==> config.mk <==
export PLATFORM = sky130hd
export DESIGN_NAME = rom_sample_streamer
export DESIGN_NICKNAME = d
export VERILOG_FILES = /design/src/rtl/rom_sample_streamer.sv
export SDC_FILE = /design/constraint.sdc
export NUM_CORES = 1
export LEC_CHECK = 0
export CAP_MARGIN = 15
export CORE_MARGIN = 5
export CORE_UTILIZATION = 54
export DETAILED_ROUTE_END_ITERATION = 10
export GPL_TIMING_DRIVEN = 0
export PLACE_DENSITY = 0.81
export SYNTH_ARGS = -nofsm -noshare
export SYNTH_HDL_FRONTEND = slang
export SYNTH_SLANG_ARGS = --single-unit
export TNS_END_PERCENT = 50
==> constraint.sdc <==
create_clock -name clk -period 4.5 [get_ports clk]
set_input_delay 1.35 -clock clk [delete_from_list [all_inputs] [get_ports clk]]
set_output_delay 1.35 -clock clk [all_outputs]
set_load 0.03 [all_outputs]
==> src/rtl/rom_sample_streamer.sv <==
// Streams 16-bit samples from a synchronous-read ROM into a ready/valid sample
// stream, with single/looped playback, abort, and a small output FIFO.
module rom_sample_streamer #(
    parameter int DEPTH = 4,
    parameter int CNT_W = 17
) (
    input  logic             clk,
    input  logic             rst,
    input  logic             start,
    input  logic             stop,
    input  logic             loop_en,
    input  logic [31:0]      base_addr,
    input  logic [CNT_W-1:0] num_samples,
    output logic [31:0]      rom_addr,
    input  logic [15:0]      rom_rd,
    output logic             s_valid,
    input  logic             s_ready,
    output logic [15:0]      s_data,
    output logic             s_last,
    output logic             busy,
    output logic             done
);

    localparam int AW = $clog2(DEPTH);
    localparam int CW = AW + 1;

    typedef enum logic [1:0] {IDLE, RUN, DRAIN, ABORT} state_t;

    state_t           state, state_nxt;
    logic [31:0]      base_q;
    logic [CNT_W-1:0] num_q;
    logic [CNT_W-1:0] idx_q;
    logic             loop_q;
    logic             zdone_q;

    // Read issued last cycle; its data is on rom_rd this cycle
    logic             pend_p1;
    logic             last_p1;

    logic [16:0]      mem [DEPTH];
    logic [AW-1:0]    wr_ptr, rd_ptr;
    logic [CW-1:0]    count;

    logic launch, zero_start, abort_req, credit, idx_last;
    logic issue, push, pop, drained;

    assign launch     = (state == IDLE) && start && !stop && (num_samples != '0);
    assign zero_start = (state == IDLE) && start && !stop && (num_samples == '0);
    assign abort_req  = ((state == RUN) || (state == DRAIN)) && stop;
    assign credit     = (int'(count) + int'(pend_p1)) < DEPTH;
    assign idx_last   = (idx_q == (num_q - CNT_W'(1)));
    assign push       = pend_p1 && (state != ABORT);
    assign pop        = s_valid && s_ready;
    assign drained    = (count == '0) && !pend_p1;

    assign rom_addr = base_q + (32'(idx_q) << 2);
    assign s_valid  = (count != '0);
    assign s_data   = s_valid ? mem[rd_ptr][15:0] : 16'h0000;
    assign s_last   = s_valid ? mem[rd_ptr][16] : 1'b0;

    always_ff @(posedge clk) begin
        if (rst) state <= IDLE;
        else     state <= state_nxt;
    end

    always_comb begin
        state_nxt = state;
        case (state)
            IDLE:  if (launch) state_nxt = RUN;
            RUN: begin
                if (abort_req)                          state_nxt = ABORT;
                else if (issue && idx_last && !loop_q)  state_nxt = DRAIN;
            end
            DRAIN: begin
                if (abort_req)    state_nxt = ABORT;
                else if (drained) state_nxt = IDLE;
            end
            default: state_nxt = IDLE;
        endcase
    end

    always_comb begin
        busy  = (state != IDLE);
        issue = (state == RUN) && !stop && credit;
        done  = zdone_q || ((state == DRAIN) && drained && !stop);
    end

    always_ff @(posedge clk) begin
        if (rst) begin
            base_q  <= '0;
            num_q   <= '0;
            loop_q  <= 1'b0;
            idx_q   <= '0;
            pend_p1 <= 1'b0;
            zdone_q <= 1'b0;
        end else begin
            pend_p1 <= issue;
            zdone_q <= zero_start;
            if (launch) begin
                base_q <= base_addr & 32'hFFFF_FFFC;
                num_q  <= num_samples;
                loop_q <= loop_en;
                idx_q  <= '0;
            end else if (issue) begin
                idx_q <= idx_last ? '0 : idx_q + CNT_W'(1);
            end
        end
    end

    always_ff @(posedge clk) begin
        last_p1 <= idx_last;
        if (push) mem[wr_ptr] <= {last_p1, rom_rd};
    end

    // FIFO pointers; an abort flushes everything including a same-cycle push
    always_ff @(posedge clk) begin
        if (rst || abort_req) begin
            wr_ptr <= '0;
            rd_ptr <= '0;
            count  <= '0;
        end else begin
            if (push) wr_ptr <= wr_ptr + AW'(1);
            if (pop)  rd_ptr <= rd_ptr + AW'(1);
            if (push && !pop)      count <= count + CW'(1);
            else if (pop && !push) count <= count - CW'(1);
        end
    end

endmodule
==> results of run 1 <==
-- cell type report --
class                           instances  area, um^2
Timing Repair Buffer                  126        1210
Tap cell                              180         225
Fill cell                            1031        3950
Sequential cell                       147        3630
Multi-Input combinational cell        540        3770
Clock inverter                         14         234
Buffer                                 38         186
Inverter                               19        71.3
Clock buffer                           18         439
-- what timing repair did --
| action | 4_1_cts | 5_1_grt |
|---|---|---|
| setup buffers | 3 | 6 |
| resized for setup | 101 | 19 |
| gates cloned | 0 | 0 |
| pin swaps | 13 | 10 |
| endpoints found under the setup margin | 30 | 17 |
| endpoints found under the hold margin | 0 | 0 |
-- metal layers --
metal | global-route usage | vias to the layer above | part of all wire
met1 | 0.248 | 2763 | 0.43
met2 | 0.359 | 163 | 0.49
met3 | 0.0468 | 33 | 0.051
met5 | 0 | - | 0
met4 | 0.0915 | 0 | 0.025
li1 | - | 2915 | -
-- synthesized netlist by cell type (all sizes together), types with 12 or more instances --
| cell | n | area share |
|---|---|---|
| a21oi | 69 | 0.046 |
| and2 | 24 | 0.020 |
| clkbuf | 27 | 0.014 |
| dfxtp | 79 | 0.21 |
| edfxtp | 68 | 0.27 |
| ha | 29 | 0.049 |
| inv | 19 | 0.0096 |
| mux4 | 17 | 0.051 |
| nand2 | 122 | 0.061 |
| nand2b | 12 | 0.010 |
| nand3 | 18 | 0.012 |
| nor2 | 45 | 0.023 |
| nor3 | 17 | 0.011 |
| nor4 | 13 | 0.011 |
| o21ai | 13 | 0.0087 |
| xnor2 | 34 | 0.040 |
| xor2 | 32 | 0.038 |
-- flip-flops by register name, summed over array words and instances (netlist names), named ones only --
| name | flops |
|---|---|
| mem | 68 |
| base_q | 30 |
| idx_q | 17 |
| num_q | 17 |
| count | 3 |
| rd_ptr | 2 |
| state | 2 |
| wr_ptr | 2 |
| last_p1 | 1 |
| loop_q | 1 |
| pend_p1 | 1 |
| zdone_q | 1 |
-- where the power goes --
group | total (uW) | internal [uW] | leakage [uW] | switching (uW)
Sequential | 1570 | 1490 | 0.00125 | 80.1
Combinational | 1550 | 682 | 0.00205 | 865
Clock | 1590 | 1050 | 0.000330 | 538
-- cell families after synthesis --
logic type	count (synthesis)	synth area share
DFF	147	0.486
AOI/OAI and AO/OA	117	0.0942
muxes	19	0.0540
other	1	0.000503
buffers and inverters	57	0.0334
adders and majority gates	31	0.0540
and+or+nand+nor	305	0.201
xor gates and xnor gates	66	0.0775
-- final timing paths --
path | cells after the start | slack [ns] | start | to
hold / removal | 2 | 0.46 | base_q[12] | base_q[12]
setup reg to reg | 12 | 1.07 | num_q[0] | idx_q[9]
hold reg to reg | 2 | 0.46 | base_q[12] | base_q[12]
setup / recovery | 12 | 0.07 | idx_q[0] | rom_addr[24]
-- per-stage QoR --
| stage | total power (uW) | cell area [um^2] |
|---|---|---|
| global placement | 3100 | 8860 |
| floorplan | 2600 | 7460 |
| detailed placement | 3130 | 8860 |
| global route | 4910 | 9770 |
| finish | 4700 | 9770 |
| CTS | 4720 | 9640 |
-- worst max-delay path, cell delays in order, from the launching register on --
cell and delay, ns:
dfxtp_4 0.37, ha_4 0.14, inv_2 0.04, fa_2 0.38, nor2b_1 0.13, o21a_1 0.17
o21ai_2 0.09, a211o_1 0.32, a31oi_4 0.26, a211oi_4 0.16, nor3b_2 0.22, xor2_1 0.19
buf_4 0.19
==> impl_metrics.ini, run 1 <==
[status]
status = finished, final reports clean

[clock_tree]
holdBufCountCts = 0
cts.clk_slew.worst_paths_ns = 0.06
htree_levels = 4
cts.sinks = 147
cts-root-buf = clkbuf_16
numCtsBuffers = 17
worst_skew_pair.late_latency_ns = 0.42
cts.path.max_buffers = 2
cts_tree = done

[hold_path]
hp-class = reg -> reg

[yosys]
synth_async_sr_flop_share = 0
synth-edff-count = 68
avgSynthCellArea_um2 = 10.0
synthCells = 743
yosysWarnings = 0
ys_ff_latch = 147
synth_cell_types = 60
ys.flop_type = dfxtp_1
syn-cell-area_um2 = 7460
ys_seq_area_frac = 0.486

[drt]
firstDrtPassIters = 7
ant_nets = 0
via_per_inst = 5.43
drc = 0
wl_per_cell_um = 15.8
dr.first_iter.drc_count = 380
num_vias = 5874
drt-total-wl_um = 17100

[global_routing]
grtUsageTotal = 0.208
antenna_found_initial = 0
grt_pass1_wl_um = 27000
grt-ovfl-total = 0
grt_max_degree = 18
grt_pass1_vias = 5656

[floorplan]
die_h_um = 128
dieArea_um2 = 16300
core-area_um2 = 13700
ios = 123
rows = 43
initial_core_util = 0.544
die_w_um = 128

[timing]
timing.fmax_ghz = 0.226
period_share = 0.985
tns_ns = 0
slew_viol_final = 0
tightestPinTransition_ns = 0.862
holdWs_ns = 0.461
period_needed_ns = 4.43
skew_ns = 0.00733
setup_viol = 0
setup_slack_ns = 0.0694
hold_viol = 0
rsz0062_at_grt = true
relSlewSlack = 0.425

[layout]
mostFrequentLayoutCells = 122 x nand2_1, 97 x clkdlybuf4s50_1, 74 x dfxtp_1
fin_util = 0.712
drive_above_1_share = 0.134
finalNetCount = 991
final_cells = 1082
mostFrequentLayoutCell = nand2_1
area_growth_pct = 30.9
diodes = 0

[placed_design]
place_ws_ns = -0.642
post-place-cells = 1041
place.gp.congestion = 0.904
io_buffers = 117
place_hpwl_um = 12100

[critical_path]
end_kind = output pin
arrival_ns = 3.08
start_kind = flip-flop
cp_max_fo = 7
required_ns = 3.15
worstSetupPathType = reg -> out

[power_and_ir_drop]
powerDensity_nw_per_um2 = 482
p_leak_uw = 0.00363
vdd_drop_max_uv = 196

[flow_run]
cap_viol_max_count = 0
Power figures use the tool's default switching activity.
==> run 2, diff against run 1 <==
- CORE_MARGIN: 5 -> 4
==> run 2 against run 1 <==
  * Wire length up 5.8%
  * Clock power decreased by 15%
  * Hold slack improved by 0.0028 ns
  * Register-to-register slack is essentially flat
  * First-iteration DRC count fell by 0.53%
  * Count of clock-buffer cells in the layout increased by 2
  * Power shrank 5.0%
  * Final cell count decreased by 0.55%
  * The flow now finishes with violations (negative setup slack)
  * Utilization is 0.43 points higher
  * Largest cell class unchanged
  * Setup slack got worse by 0.096 ns
  * Global-route usage increased by 2.5 points
==> impl_metrics.ini, run 2 (same netlist as run 1, synthesis figures left out) <==
[critical_path]
cp_max_fo = 7
arrival_ns = 3.18
start_kind = flip-flop
rr_startpoint = num_q[0]
r2r_end = idx_q[11]
required_ns = 3.15
r2r_cells = 12
startpoint = idx_q[0]
worstSetupPathType = reg -> out
r2r_slack_ns = 1.08
end_kind = output pin

[timing]
hold_viol = 0
timing.fmax_ghz = 0.221
setup_viol = 1
setup_slack_ns = -0.0263
skew_ns = 0.00726
slew_viol_final = 0
rsz0062_at_grt = true
period_needed_ns = 4.53
tightestPinTransition_ns = 0.916
period_share = 1.01
relSlewSlack = 0.390

[drt]
via_per_inst = 5.58
wl_per_cell_um = 16.8
num_vias = 5999
ant_nets = 0
drc = 0
drt-total-wl_um = 18100
firstDrtPassIters = 4
dr.first_iter.drc_count = 378

[floorplan]
die_h_um = 126
core-area_um2 = 13400
rows = 42
die_w_um = 126
ios = 123
initial_core_util = 0.557
dieArea_um2 = 15800

[layout]
fillers = 977
finalNetCount = 989
fin_util = 0.716
area_growth_pct = 28.7
mostFrequentLayoutCells = 122 x nand2_1, 96 x clkdlybuf4s50_1, 76 x dfxtp_1
postLayoutCellArea_um2 = 9600
largest_registers = mem: 68 flops, base_q: 30 flops
multi_input_comb_area_um2 = 3750
largest_reg_flops = 68
ff_latch_area_um2 = 3630
drive_above_1_share = 0.123
mostFrequentLayoutCell = nand2_1
diodes = 0
largest-register = mem

[clock_tree]
cts.path.max_buffers = 2
cts.clk_slew.worst_paths_ns = 0.06
cts.sinks = 147
cts-root-buf = clkbuf_16
numCtsBuffers = 17
cts_tree = done
worst_skew_pair.late_latency_ns = 0.42
htree_levels = 4

[power_and_ir_drop]
powerDensity_nw_per_um2 = 465
p_total_uw = 4470
p_leak_uw = 0.00358
vdd_drop_max_uv = 227

[placed_design]
place_hpwl_um = 13100
place.gp.congestion = 0.873
place_ws_ns = -0.666
place_area_um2 = 8860
io_buffers = 117

[global_routing]
grt_pass1_wl_um = 30000
grt_max_degree = 18
antenna_found_initial = 0
grt-ovfl-total = 0
grt_pass1_vias = 6257
grtUsageTotal = 0.233

[hold_path]
hp-class = reg -> reg
hold_start = base_q[15]
holdPathStages = 2
hold-path-endpoint = base_q[15]

[status]
violations = negative setup slack
status = complete, but fails checks

[flow_run]
cap_viol_max_count = 0
## run 2: cell count changes in the layout (fill, tap and decap cells not counted), moves of 3 or more
cell             change
clkbuf_1             +3
clkdlybuf4s15_2      -4
clkinv_2             -4
clkinvlp_4           +4
buf_2                +3
bufinv_16            -4
## run 2: area by class of cell
type                    count  share of cell area
plain buffers              37              0.0182
clock buffers              20              0.0455
clock inverters            12              0.0137
inverters                  19             0.00743
multi-input cells         540               0.391
flip-flops and latches    147               0.378
well taps                 176              0.0229
repair buffers            125               0.123
## run 2: worst max-delay path, stage by stage (launching register included)
cell and delay (ns):
dfxtp_4 0.38, ha_4 0.14, inv_2 0.04, fa_2 0.39, nor2b_1 0.12, o21a_1 0.17, o21ai_2 0.09, a211o_1 0.32
a31oi_4 0.26, a211oi_4 0.15, buf_4 0.17, nor3b_2 0.16, xor2_1 0.18, buf_4 0.18
## run 2: worst max-delay path by stage
stage                     slack [ns]            to  depth (start not counted)
after floorplan                 0.05  rom_addr[26]                         11
after global placement         -0.61  rom_addr[26]                         12
after detailed placement       -0.67  rom_addr[26]                         12
after CTS                      -0.25    s_data[11]                          5
after global routing           -0.15  rom_addr[24]                         13
final                          -0.03  rom_addr[24]                         13
## run 2: power by group
group	internal, uW	switching (uW)	total, uW
clock network	815	533	1350
registers	1490	97.6	1580
logic	674	861	1530
total	2980	1490	4470
## run 2: per-layer routing
layer  GRT usage  up-vias  part of all wire
met3      0.0482       32             0.040
met5           0        -                 0
li1            -     2918                 -
met4      0.0740        0             0.020
met2       0.424      150              0.53
met1       0.274     2899              0.41
## run 2: through the flow
stage               hold slack (ns)  setup TNS (ns)  std cells
global route                  0.483          -0.672       1076
floorplan                     0.436               0        744
global placement              0.449           -7.31       1037
detailed placement            0.455           -7.53       1037
finish                        0.464         -0.0263       1076
CTS                           0.465           -2.38       1074
## run 2: repair_timing
item | 4_1_cts | 5_1_grt
buffers inserted | 5 | 3
resized for setup | 91 | 35
endpoints found under the setup margin | 30 | 28
pin swaps | 7 | 9
hold endpoints to repair | 0 | 0
hold buffers | 0 | 0
==> run 3, diff against run 2 <==
- CORE_MARGIN: 4 -> default
==> run 3 against run 2 <==
  * The run now ends clean
  * First-iteration DRC count unchanged
  * Global-route usage increased by 2.6 points
  * Critical path depth decreased by 1
  * Critical path type unchanged
  * Highest routed layer unchanged
==> impl_metrics.ini, run 3 (same netlist as run 1, synthesis figures left out) <==
[status]
status = finished, final reports clean

[floorplan]
die_w_um = 120
core-area_um2 = 13300
initial_core_util = 0.559
dieArea_um2 = 14300
ios = 123
die_h_um = 120
rows = 42

[clock_tree]
cts_tree = done
htree_levels = 4
cts.sinks = 147
cts-root-buf = clkbuf_16
holdBufCountCts = 0
worst_skew_pair.late_latency_ns = 0.42
numCtsBuffers = 17
cts.clk_slew.worst_paths_ns = 0.06
cts.path.max_buffers = 2

[placed_design]
place_area_um2 = 8860
io_buffers = 117
place.gp.congestion = 0.880
place_hpwl_um = 12600
place_ws_ns = -0.640
post-place-cells = 1037

[critical_path]
start_kind = flip-flop
startpoint = idx_q[0]
worstSetupPathType = reg -> out
end_kind = output pin
cp_max_fo = 7
crit_path_end = rom_addr[24]
required_ns = 3.15
rr_startpoint = num_q[0]
arrival_ns = 3.10
r2r_cells = 12
r2r_end = idx_q[11]
r2r_slack_ns = 1.08

[layout]
drive_above_1_share = 0.117
fillers = 996
finalNetCount = 985
fin_util = 0.714
area_growth_pct = 27.7
mostFrequentLayoutCells = 122 x nand2_1, 97 x clkdlybuf4s50_1, 77 x dfxtp_1
largest-register = mem
diodes = 0
largest_registers = mem: 68 flops, base_q: 30 flops
postLayoutCellArea_um2 = 9530
final_cells = 1072
largest_reg_flops = 68
mostFrequentLayoutCell = nand2_1

[global_routing]
grtUsageTotal = 0.259
grt.met3_usage = 0.0542
grt_pass1_wl_um = 28800
grt_busiest_layer = met2
grt-ovfl-total = 0
grt_max_degree = 18
grt_pass1_vias = 5925
antenna_found_initial = 0
grt_util_met1 = 0.294
use_met2 = 0.468

[timing]
period_share = 0.990
relSlewSlack = 0.397
hold_viol = 0
setup_slack_ns = 0.0459
period_needed_ns = 4.45
skew_ns = 0.00849
timing.fmax_ghz = 0.225
setup_viol = 0
slew_viol_final = 0
rsz0062_at_grt = true
tightestPinTransition_ns = 0.905

[power_and_ir_drop]
switching_power_uw = 1490
power_frac_clock = 0.304
p_seq_frac = 0.355
pwr-share-comb = 0.341
vdd_drop_max_uv = 207
powerDensity_nw_per_um2 = 468
p_int_uw = 2970
p_leak_uw = 0.00357
switching_share = 0.334

[drt]
wl_per_cell_um = 16.5
drt-total-wl_um = 17700
via_per_inst = 5.58
dr.first_iter.drc_count = 378
drc = 0
ant_nets = 0
num_vias = 5984
firstDrtPassIters = 4

[flow_run]
cap_viol_max_count = 0

[hold_path]
hp-class = reg -> reg
## run 3: stage by stage
stage / setup TNS [ns] / power, uW / hold slack (ns)
2_1_floorplan: 0 / 2600 / 0.436
3_3_place_gp: -6.99 / 3100 / 0.449
3_5_place_dp: -7.31 / 3130 / 0.455
4_1_cts: -1.85 / 4480 / 0.463
5_1_grt: -0.229 / 4660 / 0.475
6_report: 0 / 4460 / 0.462
## run 3: critical path, stage by stage, from the launching register on
cell and delay [ns]:
dfxtp_4 0.38, ha_2 0.18, inv_1 0.05, fa_2 0.35, nor2b_1 0.13, o21a_1 0.16, o21ai_2 0.09, a211o_1 0.32
a31oi_4 0.26, a211oi_4 0.15, nor3b_2 0.21, xor2_1 0.20, buf_4 0.20
## run 3: layer usage
| layer | vias to the layer above | wire length, um |
|---|---|---|
| met2 | 194 | 9340 |
| met3 | 37 | 828 |
| met1 | 2852 | 7110 |
| li1 | 2901 | - |
| met4 | 0 | 448 |
| met5 | - | 0 |
## run 3: power groups by stage
stage | Combinational, uW | Clock [uW] | Sequential [uW]
4_1_cts | 1550 | 1370 | 1570
3_3_place_gp | 1510 | 0 | 1580
5_1_grt | 1640 | 1430 | 1600
6_report | 1520 | 1350 | 1580
3_5_place_dp | 1540 | 0 | 1590
2_1_floorplan | 1030 | 0 | 1570
## run 3: area by class of cell
cell class              count  area (um^2)  area share
repair buffers            121         1140       0.119
plain buffers              37          175      0.0184
well taps                 176          220      0.0231
clock buffers              19          433      0.0454
flip-flops and latches    147         3630       0.381
multi-input cells         540         3730       0.391
clock inverters            13          133      0.0139
inverters                  19         71.3     0.00748
## run 3: worst min path at each step
stage,startpoint,slack [ns],end,cells past startpoint
2_1_floorplan,base_q[30],0.44,base_q[30],2
3_5_place_dp,base_q[16],0.45,base_q[16],2
3_3_place_gp,base_q[30],0.45,base_q[30],2
5_1_grt,base_q[16],0.47,base_q[16],2
4_1_cts,base_q[16],0.46,base_q[16],2
6_report,base_q[16],0.46,base_q[16],2
## run 3: timing repair
item / CTS / global route
endpoints found under the setup margin: 30 / 31
setup buffers: 2 / 2
pin swaps: 9 / 5
gates resized for setup: 96 / 24
